[config.mk]
export PLATFORM = sky130hd
export DESIGN_NAME = pc_fetch_ctrl
export DESIGN_NICKNAME = d
export VERILOG_FILES = /design/src/rtl/pc_fetch_ctrl_pkg.sv /design/src/rtl/pc_fetch_ctrl_sat_counter.sv /design/src/rtl/pc_fetch_ctrl.sv
export SDC_FILE = /design/constraint.sdc
export NUM_CORES = 1
export LEC_CHECK = 0
export ABC_AREA = 1
export BUFFER_PORTS_ARGS = -buffer_cell sky130_fd_sc_hd__buf_2
export CAP_MARGIN = 20
export CORE_MARGIN = 2
export CORE_UTILIZATION = 48
export DETAILED_ROUTE_END_ITERATION = 16
export PLACE_DENSITY = 0.77
export SYNTH_ARGS = -nofsm -noshare
export SYNTH_HDL_FRONTEND = slang
export SYNTH_HIERARCHICAL = 1
export SYNTH_SLANG_ARGS = --single-unit
[constraint.sdc]
create_clock -name clk -period 1.9 [get_ports clk]
set_clock_uncertainty 0.15 [all_clocks]
set_input_delay 0.475 -clock clk [delete_from_list [all_inputs] [get_ports clk]]
set_output_delay 0.475 -clock clk [all_outputs]
set_load 0.02 [all_outputs]
[src/rtl/pc_fetch_ctrl_pkg.sv]
`default_nettype none
// ============================================================================
// Module      : pc_fetch_ctrl_pkg
// Description : Shared fetch-stage types and constants (FSM states, default
//               widths, sequential PC increment).
// Revision    : 1.0 - initial release
// ============================================================================
package pc_fetch_ctrl_pkg;

    localparam int unsigned PC_W_DEFAULT  = 9;
    localparam int unsigned CNT_W_DEFAULT = 16;
    localparam int unsigned PC_INCR       = 4;

    typedef enum logic [1:0] {
        RUN    = 2'd0,
        BUBBLE = 2'd1,
        HALT   = 2'd2
    } fetch_state_t;

endpackage : pc_fetch_ctrl_pkg
`default_nettype wire

[src/rtl/pc_fetch_ctrl_sat_counter.sv]
`default_nettype none
// ============================================================================
// Module      : sat_counter
// Description : Up-counter that sticks at its all-ones value.
// Revision    : 1.0 - initial release
// ============================================================================
module sat_counter
    import pc_fetch_ctrl_pkg::*;
#(
    parameter int unsigned WIDTH = CNT_W_DEFAULT
) (
    input  logic             clk,
    input  logic             rst,
    input  logic             i_inc,
    output logic [WIDTH-1:0] o_count
);

    logic [WIDTH-1:0] r_count;
    logic             w_at_max;

    assign w_at_max = &r_count;

    always_ff @(posedge clk) begin
        if (rst) begin
            r_count <= '0;
        end else if (i_inc && !w_at_max) begin
            r_count <= r_count + 1'b1;
        end
    end

    assign o_count = r_count;

endmodule : sat_counter
`default_nettype wire

[src/rtl/pc_fetch_ctrl.sv]
`default_nettype none
// ============================================================================
// Module      : pc_fetch_ctrl
// Description : Fetch PC register with redirect/halt/stall control, pipeline
//               flush generation and a saturating redirect counter.
//               Optional macro PC_MISALIGN_TRAP_EN: misaligned redirect
//               targets halt the core and set Misalign_Err.
// Revision    : 1.0 - initial release
// ============================================================================
module pc_fetch_ctrl
    import pc_fetch_ctrl_pkg::*;
#(
    parameter int unsigned PC_W  = PC_W_DEFAULT,
    parameter int unsigned CNT_W = CNT_W_DEFAULT
) (
    input  logic             clk,
    input  logic             reset,
    input  logic             PcSel,
    input  logic [31:0]      BrPC,
    input  logic             Halt,
    input  logic             Stall,
    output logic [PC_W-1:0]  Cur_PC,
    output logic             Fetch_Valid,
    output logic             Flush_IFID,
    output logic             Flush_IDEX,
    output logic             Halted,
    output logic [CNT_W-1:0] Redirect_Cnt,
    output logic             Misalign_Err
);

    fetch_state_t    r_state;
    fetch_state_t    w_state_nxt;
    logic [PC_W-1:0] r_pc;
    logic [PC_W-1:0] w_pc_nxt;
    logic [PC_W-1:0] w_target;
    logic [PC_W-1:0] w_pc_inc;
    logic            w_active;
    logic            w_misalign;
    logic            w_redirect;
    logic            w_unused_brpc;

    // Targets are word aligned; upper bits beyond the fetch address are dropped.
    assign w_target      = {BrPC[PC_W-1:2], 2'b00};
    assign w_pc_inc      = r_pc + PC_W'(PC_INCR);
    assign w_unused_brpc = ^{BrPC[31:PC_W], BrPC[1:0]};
    assign w_active      = (r_state != HALT);

`ifdef PC_MISALIGN_TRAP_EN
    logic r_misalign_err;

    assign w_misalign = w_active && PcSel && (BrPC[1:0] != 2'b00);

    always_ff @(posedge clk) begin
        if (reset) begin
            r_misalign_err <= 1'b0;
        end else if (w_misalign) begin
            r_misalign_err <= 1'b1;
        end
    end

    assign Misalign_Err = r_misalign_err;
`else
    assign w_misalign   = 1'b0;
    assign Misalign_Err = 1'b0;
`endif

    assign w_redirect = w_active && PcSel && !w_misalign;

    always_ff @(posedge clk) begin
        if (reset) begin
            r_state <= RUN;
            r_pc    <= '0;
        end else begin
            r_state <= w_state_nxt;
            r_pc    <= w_pc_nxt;
        end
    end

    always_comb begin
        w_state_nxt = r_state;
        w_pc_nxt    = r_pc;
        Fetch_Valid = 1'b0;
        Flush_IFID  = 1'b0;
        Flush_IDEX  = 1'b0;
        Halted      = 1'b0;

        if (w_active) begin
            if (w_redirect) begin
                w_pc_nxt    = w_target;
                w_state_nxt = BUBBLE;
            end else if (w_misalign || Halt) begin
                w_state_nxt = HALT;
            end else begin
                // BUBBLE always lasts one cycle; a stall only freezes the PC.
                w_state_nxt = RUN;
                if (!Stall) begin
                    w_pc_nxt = w_pc_inc;
                end
            end
        end

        if (!reset) begin
            Fetch_Valid = (r_state == RUN);
            Halted      = (r_state == HALT);
            Flush_IFID  = w_active && PcSel;
            Flush_IDEX  = w_active && PcSel;
        end
    end

    sat_counter #(
        .WIDTH (CNT_W)
    ) u_redirect_cnt (
        .clk     (clk),
        .rst     (reset),
        .i_inc   (w_redirect),
        .o_count (Redirect_Cnt)
    );

    assign Cur_PC = r_pc;

endmodule : pc_fetch_ctrl
`default_nettype wire
==> key figures <==
Clocking
  – CTS H-tree lvls: 1
  – Worst-path clk slew: 0.14 ns
  – Post-CTS Setup Bufs: 0
  – Root Buffer: clkbuf_4
  – Total CTS buffers: 3
  – Clk sinks: 25
  – Clock Latency Late Sink: between 0.3 and 0.4 ns
  – CTS tree: yes
  – CTS max path bufs: 2

Setup path
  – CP max stage cell: dfxtp_1
  – Critical R2R Launch: u_redirect_cnt/o_count[0]
  – Reg2Reg Depth: 7
  – Bufs and invs on worst path: 2
  – Worst path top cell family by delay: flip-flops
  – Crit start category: register
  – Worst Path Arrival: 1.15 ns
  – Critical Path Stages: 5
  – Most frequent cell on the critical path: nand2_4
  – Critical path class: register to output pin
  – Critical path capture point type: output pin
  – Worst Setup SP: r_state[0]
  – CP peak stage delay: about 0.35 ns
  – CP Cell Sequence: inv_1, nand2_4, nand2_4, nor2_2, buf_4
  – Required @ worst endpoint: 1.27 ns
  – Crit-path max FO: 5

GRT
  – First-pass GRT wire length: 5616 um
  – Largest net degree at the start of global routing: 16
  – Initial antenna violation count: 0
  – Vias in the first global route: 1,368
  – GRT Util Overall: 19.41%
  – Gr ovfl total: 0

Yosys
  – Top cells by area, synth: dfxtp_1, nor2_1, nand2_1
  – Post-synth top area share: 31.27%
  – Post-synth top cells: nor2_1, nand2_1, dfxtp_1
  – FFs w/ async S/R, synth: 0%
  – Synth Warn #: 6
  – Post-Synthesis Cells: 239
  – Netlist Area Pre-Place: 0.001600 mm2
  – Yosys reg bits: 25
  – Sequential fraction of the synthesis area: between 30% and 40%
  – Ys flop type: dfxtp_1
  – Post-synth EDFFs: 0
  – Post-Syn Area per Cell: between 6 and 7 um2
  – Count of cell types in the netlist: 29
  – Top-count cell post-synth: nor2_1
  – Cell taking the most area after synthesis: dfxtp_1

Drt
  – Vias per inst: 4.795
  – DRT iter0 DRCs: 75
  – ANT nets after route: 0
  – Vias: 1,544
  – DRC viols: 0
  – Detailed Route WL: 3422 um
  – DR WL/cell: 10.63 um
  – Router iterations before antenna repair: 4

Pwr
  – Worst VDD drop: around 0.34 mV
  – PwrDens: 553.2 mW/mm2
  – Comb power frac: 19.8%
  – Pint: approximately 0.0007 W
  – Switching Fraction: 31.58%
  – Clock power frac: 24.5%
  – Reg power frac: 55.7%
  – Pleak: 0.8556 nW
  – NetSw: 0.0003224 W

STA
  – Min Tclk post-route: 1.775 ns
  – Slew Limit Fails: 0
  – Fmax: 563.3 MHz
  – Final setup violation count: 0
  – Period utilisation layout: 93.43%
  – RSZ-0062 raised after global routing: false
  – Setup TNS: 0 ns
  – Final Hold Violating Endpoints: 0

Floorplanning
  – Die width: 61.74 um
  – # rows: 20
  – Die area: 0.003812 mm2
  – Boundary Pins: 67
  – Starting Density: slightly above 50%
  – Die Span Y: 61.74 um
  – Core area: 0.003103 mm2

Final layout
  – Fin cells: roughly 320
  – Nets: 318
  – Share of layout cells above drive strength 1: around 28%
  – Layout Area Growth over Synthesis: 15.32%
  – Ant diodes: 0

Flow run
  – Max cap viols: 0

Place
  – Global placer's final weighted congestion: approximately 0.81
  – Post-placement cell count: 318
  – Hpwl dp: 2630 um
  – PortBufs: 38

Status
  – Outcome: finished clean

Min path
  – Hold Path Origin: PcSel
  – Hold depth: 3
  – Path type of the worst min-delay path: input port to register
==> final cells by class <==
class / instances / area, um2
flip-flops and latches: 25 / 500.5
inverters: 26 / 97.59
repair buffers: 41 / 217.7
well taps: 44 / 55.05
clock buffers: 3 / 22.52
fillers: 323 / 1257
clock inverters: 1 / 5.005
multi-input cells: 182 / 947.2
==> path summary, 6_finish.rpt <==
check | endpoint | slack [ns]
max | Flush_IDEX | 0.12
min | r_state[0] | 0.27
max reg2reg | u_redirect_cnt/o_count[2] | 0.18
min reg2reg | Cur_PC[7] | 0.35
==> worst register-to-register path, stage by stage, from the launching register on <==
cell and delay, ns:
dfxtp_1 0.43, ha_1 0.22, nand2_1 0.11, nor2_4 0.15, nand2_2 0.11, o21ai_2 0.26
o21ai_0 0.11, nor2_1 0.13
==> registers in the layout (all words and copies together), names as in the netlist <==
signal / count
u_redirect_cnt/o_count: 16
Cur_PC: 7
r_state: 2
==> power by group through the flow <==
stage	logic, W	registers, W	clock network (W)
floorplan	0.000130	0.000599	0
global placement	0.000197	0.000581	0
detailed placement	0.000201	0.000581	0
CTS	0.000202	0.000569	0.000252
global route	0.000231	0.000573	0.000274
finish	0.000202	0.000569	0.000250
==> metrics by stage <==
step | hold WS, ns | utilization (%) | power, W | setup slack [ns] | area, um2
finish | 0.2746 | 59.48 | 0.001021 | 0.1248 | 1846
global route | 0.2699 | 59.48 | 0.001079 | 0.007645 | 1846
CTS | 0.2659 | 59.23 | 0.001023 | 0.07441 | 1838
detailed placement | 0.3328 | 58.35 | 0.0007818 | 0.1530 | 1810
global placement | 0.3279 | 58.35 | 0.0007780 | 0.1712 | 1810
floorplan | 0.3810 | - | 0.0007297 | 0.07318 | 1608
==> cell families after synthesis <==
family                     count (synthesis)  synth area share (%)
other                                      1                0.2343
and+or+nand+nor                          145                 44.72
xor gates and xnor gates                   1                0.5474
buffers and inverters                     34                 10.16
adders and majority gates                  2                 1.563
DFF                                       25                 31.27
AOI/OAI and AO/OA                         31                 11.49
==> metal layers <==
metal  vias to the layer above  wire (um)  global-route usage (%)
met3                         2        147                   2.070
met5                         -          0                       0
li1                        830          -                       -
met1                       675       1653                   25.45
met4                         0         24                   6.383
met2                        37       1597                   33.38
==> cell usage in the layout, fill, tap and decap left out, types with 3 or more instances in the layout <==
cell type,netlist,routed
clkbuf_4,1,3
inv_1,24,24
nor2_1,49,48
nand3b_1,3,3
conb_1,1,3
o21ai_1,3,3
dfxtp_1,25,25
nand2_2,9,9
nand2_1,48,48
a21oi_1,12,12
a21oi_2,5,5
buf_2,1,36
nor2_4,6,6
nand3_1,20,20
buf_4,4,5
o21ai_0,8,8
==> what timing repair did <==
action / 4_1_cts / 5_1_grt
endpoints found under the setup margin: 0 / 2
hold buffers: 0 / 0
resized for setup: 0 / 3
Power figures use the tool's default switching activity.
